[src/rtl/lstm_pkg.sv]
// Shared definitions for the LSTM backprop datapath: FSM encoding and
// default network dimensions.
package lstm_pkg;

    typedef logic [1:0] state_t;

    localparam state_t ST_IDLE  = 2'd0;
    localparam state_t ST_RUN   = 2'd1;
    localparam state_t ST_PAUSE = 2'd2;
    localparam state_t ST_DONE  = 2'd3;

    localparam int LSTM_HID   = 53;
    localparam int LSTM_GATES = 4;

endpackage

[src/rtl/wu_nest_cnt.sv]
// Column/row nested counter for the weight-update walk. Reports terminal
// flags for both the current and the about-to-be-registered count.
module wu_nest_cnt #(
    parameter int CNT_WIDTH = 8
) (
    input  logic                 clk,
    input  logic                 rst,
    input  logic                 clr,
    input  logic                 step,
    input  logic [CNT_WIDTH-1:0] col_lim,
    input  logic [CNT_WIDTH-1:0] row_lim,
    output logic                 col_end,
    output logic                 row_end,
    output logic                 col_nxt_end,
    output logic                 row_nxt_end
);

    logic [CNT_WIDTH-1:0] col_q, col_d;
    logic [CNT_WIDTH-1:0] row_q, row_d;
    logic [CNT_WIDTH-1:0] col_max_s, row_max_s;

    assign col_max_s   = col_lim - CNT_WIDTH'(1);
    assign row_max_s   = row_lim - CNT_WIDTH'(1);
    assign col_end     = (col_q == col_max_s);
    assign row_end     = (row_q == row_max_s);
    assign col_nxt_end = (col_d == col_max_s);
    assign row_nxt_end = (row_d == row_max_s);

    // next column/row: clear wins over step, row wraps after its last value
    always_comb begin
        col_d = col_q;
        row_d = row_q;
        if (clr) begin
            col_d = '0;
            row_d = '0;
        end else if (step) begin
            if (col_end) begin
                col_d = '0;
                if (row_end) begin
                    row_d = '0;
                end else begin
                    row_d = row_q + CNT_WIDTH'(1);
                end
            end else begin
                col_d = col_q + CNT_WIDTH'(1);
            end
        end else begin
            col_d = col_q;
        end
    end

    // counter registers
    always_ff @(posedge clk) begin
        if (rst) begin
            col_q <= '0;
            row_q <= '0;
        end else begin
            col_q <= col_d;
            row_q <= row_d;
        end
    end

endmodule

[src/rtl/addr_gen_wu_mc.sv]
// Multi-channel weight-update address generator: walks NUM_CH row-major
// matrices with a programmable bubble after every row.
module addr_gen_wu_mc
    import lstm_pkg::*;
#(
    parameter int ADDR_WIDTH = 12,
    parameter int CH_WIDTH   = 2,
    parameter int NUM_CH     = LSTM_GATES,
    parameter int CH_STRIDE  = LSTM_HID * LSTM_HID,
    parameter int CNT_WIDTH  = 8
) (
    input  logic                  clk,
    input  logic                  rst,
    input  logic                  start,
    input  logic                  abort,
    input  logic                  en,
    input  logic                  cont,
    input  logic [CNT_WIDTH-1:0]  row_len,
    input  logic [CNT_WIDTH-1:0]  num_rows,
    input  logic [CNT_WIDTH-1:0]  pause_len,
    output logic [ADDR_WIDTH-1:0] o_addr,
    output logic [CH_WIDTH-1:0]   o_ch,
    output logic                  o_valid,
    output logic                  o_row_last,
    output logic                  o_last,
    output logic                  o_busy,
    output logic                  o_done
);

    localparam logic [CH_WIDTH-1:0]   LAST_CH = CH_WIDTH'(NUM_CH - 1);
    localparam logic [ADDR_WIDTH-1:0] STRIDE  = ADDR_WIDTH'(CH_STRIDE);

    state_t                state_q, state_d;
    logic [ADDR_WIDTH-1:0] addr_q, addr_d, base_q, base_d;
    logic [CH_WIDTH-1:0]   ch_q, ch_d;
    logic [CNT_WIDTH-1:0]  pause_q, pause_d;
    logic [CNT_WIDTH-1:0]  rl_q, rl_d, nr_q, nr_d, pl_q, pl_d;
    logic                  cont_q, cont_d;
    logic                  valid_q, valid_d, row_last_q, row_last_d;
    logic                  last_q, last_d, busy_q, busy_d, done_q, done_d;

    logic                  start_s, restart_s, cnt_clr_s, cnt_step_s;
    logic [CNT_WIDTH-1:0]  col_lim_s, row_lim_s;
    logic                  col_end_s, row_end_s, col_nxt_end_s, row_nxt_end_s;

    // While idle the counter must see the incoming cfg, since it is latched on the same edge.
    assign start_s    = start && (state_q == ST_IDLE) && !abort;
    assign restart_s  = (state_q == ST_DONE) && done_q && cont_q && !abort;
    assign cnt_clr_s  = abort || start_s || restart_s;
    assign cnt_step_s = (state_q == ST_RUN) && en && !last_q && !abort;
    assign col_lim_s  = (state_q == ST_IDLE) ? row_len  : rl_q;
    assign row_lim_s  = (state_q == ST_IDLE) ? num_rows : nr_q;

    wu_nest_cnt #(
        .CNT_WIDTH (CNT_WIDTH)
    ) u_nest_cnt (
        .clk         (clk),
        .rst         (rst),
        .clr         (cnt_clr_s),
        .step        (cnt_step_s),
        .col_lim     (col_lim_s),
        .row_lim     (row_lim_s),
        .col_end     (col_end_s),
        .row_end     (row_end_s),
        .col_nxt_end (col_nxt_end_s),
        .row_nxt_end (row_nxt_end_s)
    );

    // FSM, channel/pause counters and next values of every registered output
    always_comb begin
        state_d    = state_q;
        addr_d     = addr_q;
        base_d     = base_q;
        ch_d       = ch_q;
        pause_d    = pause_q;
        rl_d       = rl_q;
        nr_d       = nr_q;
        pl_d       = pl_q;
        cont_d     = cont_q;
        valid_d    = valid_q;
        row_last_d = row_last_q;
        last_d     = last_q;
        done_d     = 1'b0;
        if (abort) begin
            state_d    = ST_IDLE;
            valid_d    = 1'b0;
            row_last_d = 1'b0;
            last_d     = 1'b0;
            pause_d    = '0;
        end else begin
            case (state_q)
                ST_IDLE: begin
                    if (start_s) begin
                        rl_d    = row_len;
                        nr_d    = num_rows;
                        pl_d    = pause_len;
                        cont_d  = cont;
                        addr_d  = '0;
                        base_d  = '0;
                        ch_d    = '0;
                        pause_d = '0;
                        if ((row_len == '0) || (num_rows == '0)) begin
                            state_d    = ST_DONE;
                            valid_d    = 1'b0;
                            row_last_d = 1'b0;
                            last_d     = 1'b0;
                        end else begin
                            state_d    = ST_RUN;
                            valid_d    = 1'b1;
                            row_last_d = col_nxt_end_s;
                            last_d     = col_nxt_end_s && row_nxt_end_s && (ch_d == LAST_CH);
                        end
                    end else begin
                        state_d = ST_IDLE;
                    end
                end
                ST_RUN: begin
                    if (!en) begin
                        state_d = ST_RUN;
                    end else if (last_q) begin
                        state_d    = ST_DONE;
                        valid_d    = 1'b0;
                        row_last_d = 1'b0;
                        last_d     = 1'b0;
                        done_d     = 1'b1;
                    end else begin
                        if (col_end_s && row_end_s) begin
                            ch_d   = ch_q + CH_WIDTH'(1);
                            base_d = base_q + STRIDE;
                            addr_d = base_q + STRIDE;
                        end else begin
                            addr_d = addr_q + ADDR_WIDTH'(1);
                        end
                        if (col_end_s && (pl_q != '0)) begin
                            state_d    = ST_PAUSE;
                            valid_d    = 1'b0;
                            row_last_d = 1'b0;
                            last_d     = 1'b0;
                            pause_d    = '0;
                        end else begin
                            valid_d    = 1'b1;
                            row_last_d = col_nxt_end_s;
                            last_d     = col_nxt_end_s && row_nxt_end_s && (ch_d == LAST_CH);
                        end
                    end
                end
                ST_PAUSE: begin
                    if (!en) begin
                        state_d = ST_PAUSE;
                    end else if (pause_q == (pl_q - CNT_WIDTH'(1))) begin
                        state_d    = ST_RUN;
                        pause_d    = '0;
                        valid_d    = 1'b1;
                        row_last_d = col_end_s;
                        last_d     = col_end_s && row_end_s && (ch_q == LAST_CH);
                    end else begin
                        pause_d = pause_q + CNT_WIDTH'(1);
                    end
                end
                ST_DONE: begin
                    // An empty pass enters DONE with done low, so it pulses here one cycle late.
                    if (!done_q) begin
                        done_d = 1'b1;
                    end else if (cont_q) begin
                        addr_d = '0;
                        base_d = '0;
                        ch_d   = '0;
                        if ((rl_q == '0) || (nr_q == '0)) begin
                            state_d = ST_DONE;
                        end else begin
                            state_d    = ST_RUN;
                            valid_d    = 1'b1;
                            row_last_d = col_nxt_end_s;
                            last_d     = col_nxt_end_s && row_nxt_end_s && (ch_d == LAST_CH);
                        end
                    end else begin
                        state_d = ST_IDLE;
                    end
                end
                default: begin
                    state_d    = ST_IDLE;
                    valid_d    = 1'b0;
                    row_last_d = 1'b0;
                    last_d     = 1'b0;
                end
            endcase
        end
        busy_d = (state_d != ST_IDLE);
    end

    // state, cfg and output registers
    always_ff @(posedge clk) begin
        if (rst) begin
            state_q    <= ST_IDLE;
            addr_q     <= '0;
            base_q     <= '0;
            ch_q       <= '0;
            pause_q    <= '0;
            rl_q       <= '0;
            nr_q       <= '0;
            pl_q       <= '0;
            cont_q     <= 1'b0;
            valid_q    <= 1'b0;
            row_last_q <= 1'b0;
            last_q     <= 1'b0;
            busy_q     <= 1'b0;
            done_q     <= 1'b0;
        end else begin
            state_q    <= state_d;
            addr_q     <= addr_d;
            base_q     <= base_d;
            ch_q       <= ch_d;
            pause_q    <= pause_d;
            rl_q       <= rl_d;
            nr_q       <= nr_d;
            pl_q       <= pl_d;
            cont_q     <= cont_d;
            valid_q    <= valid_d;
            row_last_q <= row_last_d;
            last_q     <= last_d;
            busy_q     <= busy_d;
            done_q     <= done_d;
        end
    end

    assign o_addr     = addr_q;
    assign o_ch       = ch_q;
    assign o_valid    = valid_q;
    assign o_row_last = row_last_q;
    assign o_last     = last_q;
    assign o_busy     = busy_q;
    assign o_done     = done_q;

endmodule

[config.mk]
export PLATFORM = sky130hd
export DESIGN_NAME = addr_gen_wu_mc
export DESIGN_NICKNAME = d
export VERILOG_FILES = /design/src/rtl/lstm_pkg.sv /design/src/rtl/wu_nest_cnt.sv /design/src/rtl/addr_gen_wu_mc.sv
export SDC_FILE = /design/constraint.sdc
export NUM_CORES = 1
export LEC_CHECK = 0
export CORE_MARGIN = 3
export CORE_UTILIZATION = 35
export CTS_BUF_LIST = sky130_fd_sc_hd__clkbuf_4
export CTS_CLUSTER_SIZE = 20
export DETAILED_ROUTE_END_ITERATION = 10
export PLACE_DENSITY = 0.63
export SYNTH_ARGS = -nofsm -noshare
export SYNTH_HDL_FRONTEND = slang
export SYNTH_SLANG_ARGS = --single-unit
export TNS_END_PERCENT = 10
[constraint.sdc]
create_clock -name clk -period 5.7 [get_ports clk]
set_input_delay 1.14 -clock clk [delete_from_list [all_inputs] [get_ports clk]]
set_output_delay 1.14 -clock clk [all_outputs]
set_load 0.05 [all_outputs]
==> results_dict.tcl <==
set metrics [dict create \
    drc 0 \
    num_vias 5634 \
    power.density_nw_per_um2 184 \
    required_ns 6.09 \
    power_uw 1230 \
    finalSetupViolations 0 \
    initial_core_util_pct 36.4 \
    instances_no_fill 1021 \
    boundaryPins 49 \
    cts_resized 0 \
    synth_seq_area_share_pct 28.0 \
    slew_viol_final 0 \
    hold_violations 0 \
    grt_pass1_vias 5265 \
    period_needed_ns 5.04 \
    routed_wl_mm 16.0 \
    firstDrtPassIters 5 \
    avgSynthCellArea_um2 7.69 \
    yosysMostFrequentCell "nand2_1" \
    rows 46 \
    core_area_um2 16100 \
    clock_skew_ns 0.0161 \
    synth_top_area_cell "dfxtp_1" \
    htreeDepth 3 \
    relSlewSlack_pct 23.8 \
    dp_cells 1004 \
    port_buffers 48 \
    die_h_um 135 \
    avgViaCountPerCell 5.52 \
    rsz0062_at_grt "no" \
    clkTransAtPathRegs_ns 0.13 \
    antenna_found_initial 1 \
    min_from "nr_q[6]" \
    die_area_um2 18300 \
    yosys-top-cells-count "nand2_1, dfxtp_1, a21oi_1, nor2_1, xnor2_1" \
    async_flop_share_pct 0 \
    ys_types 75 \
    critPathLaunchType "flop" \
    cts.sinks 82 \
    cts_setup_buffers 0 \
    critPathCaptureType "flop" \
    vdd_drop_max_v 0.0000990 \
    synthesis.nets 806 \
    yosys-top-cells-area "dfxtp_1, xnor2_1, nand2_1, a21oi_1, xor2_1" \
    tightest_slew_ns 1.14 \
    fmaxAchievable_mhz 198 \
    cts_buffer_depth 2 \
    p_leak_uw 0.00243 \
    syn_inst 762 \
    wl_per_cell_um 15.7 \
    crit_type "flop to flop" \
    post-route-period-util_pct 88.4 \
    grt_remaining_overflow 0 \
    synth-seq-cells 82 \
    status "complete, no violations" \
    worstPathMaxFanout 19 \
    drv_cap 0 \
    synth_top_area_share_pct 28.0 \
    dpl.hpwl_mm 11.7 \
    finalCoreUtilization_pct 41.7 \
    synth_ff_type "dfxtp_1" \
    syn2layout_area_growth_pct 14.6 \
    timing.rr.start "state_q[0]" \
    grt_pass1_wl_mm 26.5 \
    arrival_ns 5.43 \
    ant_nets 0 \
    min_path_type "flop to flop" \
    finalSetupTns_ns 0 \
    yosys_warnings 0 \
    startpoint "state_q[0]" \
    cts_root_buffer "clkbuf_4" \
    cts_hold_buf 0 \
    cts_buffers 9 \
    nets 843 \
    die_width_um 135 \
    cts_tree "yes" \
    drt_iter0_markers 396 \
    synth_edf_count 0 \
    netlist_area_um2 5860 \
    place_congestion 0.855 \
    clock_latency_ns 0.47 \
    grt_use_total_pct 17.7 \
    drive_gt1_share_pct 6.34 \
    grt_max_degree 62 \
]
-- kinds of logic after synthesis --
group                      after synthesis  share of synthesized area (%)
buffers and inverters                   65                           4.40
and+or+nand+nor                        326                           28.4
muxes                                   28                           4.89
DFF                                     82                           28.0
adders and majority gates               14                           2.99
AOI/OAI and AO/OA                      167                           18.6
xor gates and xnor gates                80                           12.7
-- through the flow --
step | hold WS (ns) | setup slack, ns | cell area (µm²)
detailed placement | 0.463 | 0.436 | 6580
finish | 0.489 | 0.662 | 6720
global route | 0.511 | 0.187 | 6720
global placement | 0.464 | 0.468 | 6580
CTS | 0.486 | 0.622 | 6720
floorplan | 0.445 | 0.817 | 5860
-- area by class of cell --
| class | instances | area [µm²] |
|---|---|---|
| fill | 1700 | 9400 |
| clock buffer | 10 | 75.1 |
| tap | 216 | 270 |
| inverter | 24 | 90.1 |
| clock inverter | 6 | 57.6 |
| sequential | 82 | 1640 |
| antenna | 1 | 2.50 |
| timing repair buffer | 67 | 618 |
| multi-input combinational | 615 | 3960 |
-- flip-flops by register name, indices dropped and copies added (netlist names), 2 cells and up --
signal            cells
nr_q                  8
rl_q                  8
o_addr               12
state_q               2
pl_q                  8
pause_q               8
base_q               12
u_nest_cnt.col_q      8
u_nest_cnt.row_q      8
o_ch                  2
-- worst paths after layout --
kind / endpoint / slack [ns] / cells past startpoint
min reg2reg: nr_q[6] / 0.49 / 2
min: nr_q[6] / 0.49 / 2
max reg2reg: base_q[8] / 0.66 / 15
max: base_q[8] / 0.66 / 15
-- worst max-delay path, stage by stage, from the launching register on --
cell and delay, ns:
dfxtp_1 0.37, inv_1 0.14, ha_1 0.78, mux2i_1 0.33, ha_1 0.24, or4b_2 0.67, a211oi_1 0.31, nor3b_1 0.09
o31ai_1 0.30, nand4_1 0.36, nor3_1 0.50, nand3_1 0.31, buf_4 0.26, nor2_1 0.09, o21ai_0 0.08, a21oi_1 0.14
-- routing by layer --
metal / part of all wire, % / vias to the layer above / track usage (%)
met2: 44 / 111 / 27.0
met3: 4.7 / 21 / 3.34
met1: 50 / 2675 / 25.2
li1: - / 2827 / -
met5: 0 / - / 0
met4: 1.7 / 0 / 5.77
-- where the power goes --
| part | total [µW] | switching, µW | leakage, µW | internal (µW) |
|---|---|---|---|---|
| combinational | 282 | 162 | 0.00170 | 120 |
| sequential | 597 | 12.7 | 0.000664 | 584 |
| clock | 355 | 220 | 0.0000691 | 135 |
| total | 1230 | 395 | 0.00243 | 839 |
-- placed cells by master, fill, tap and decap left out, types with 23 or more instances in the layout --
cell               n
xnor2_1           47
clkdlybuf4s50_1   47
nor3_1            35
inv_1             24
xor2_1            30
a21oi_1           66
nor2_1            59
o21ai_0           23
nand2_1          101
dfxtp_1           82
mux2i_1           23
Note: power is estimated with default switching activity, not from simulation.
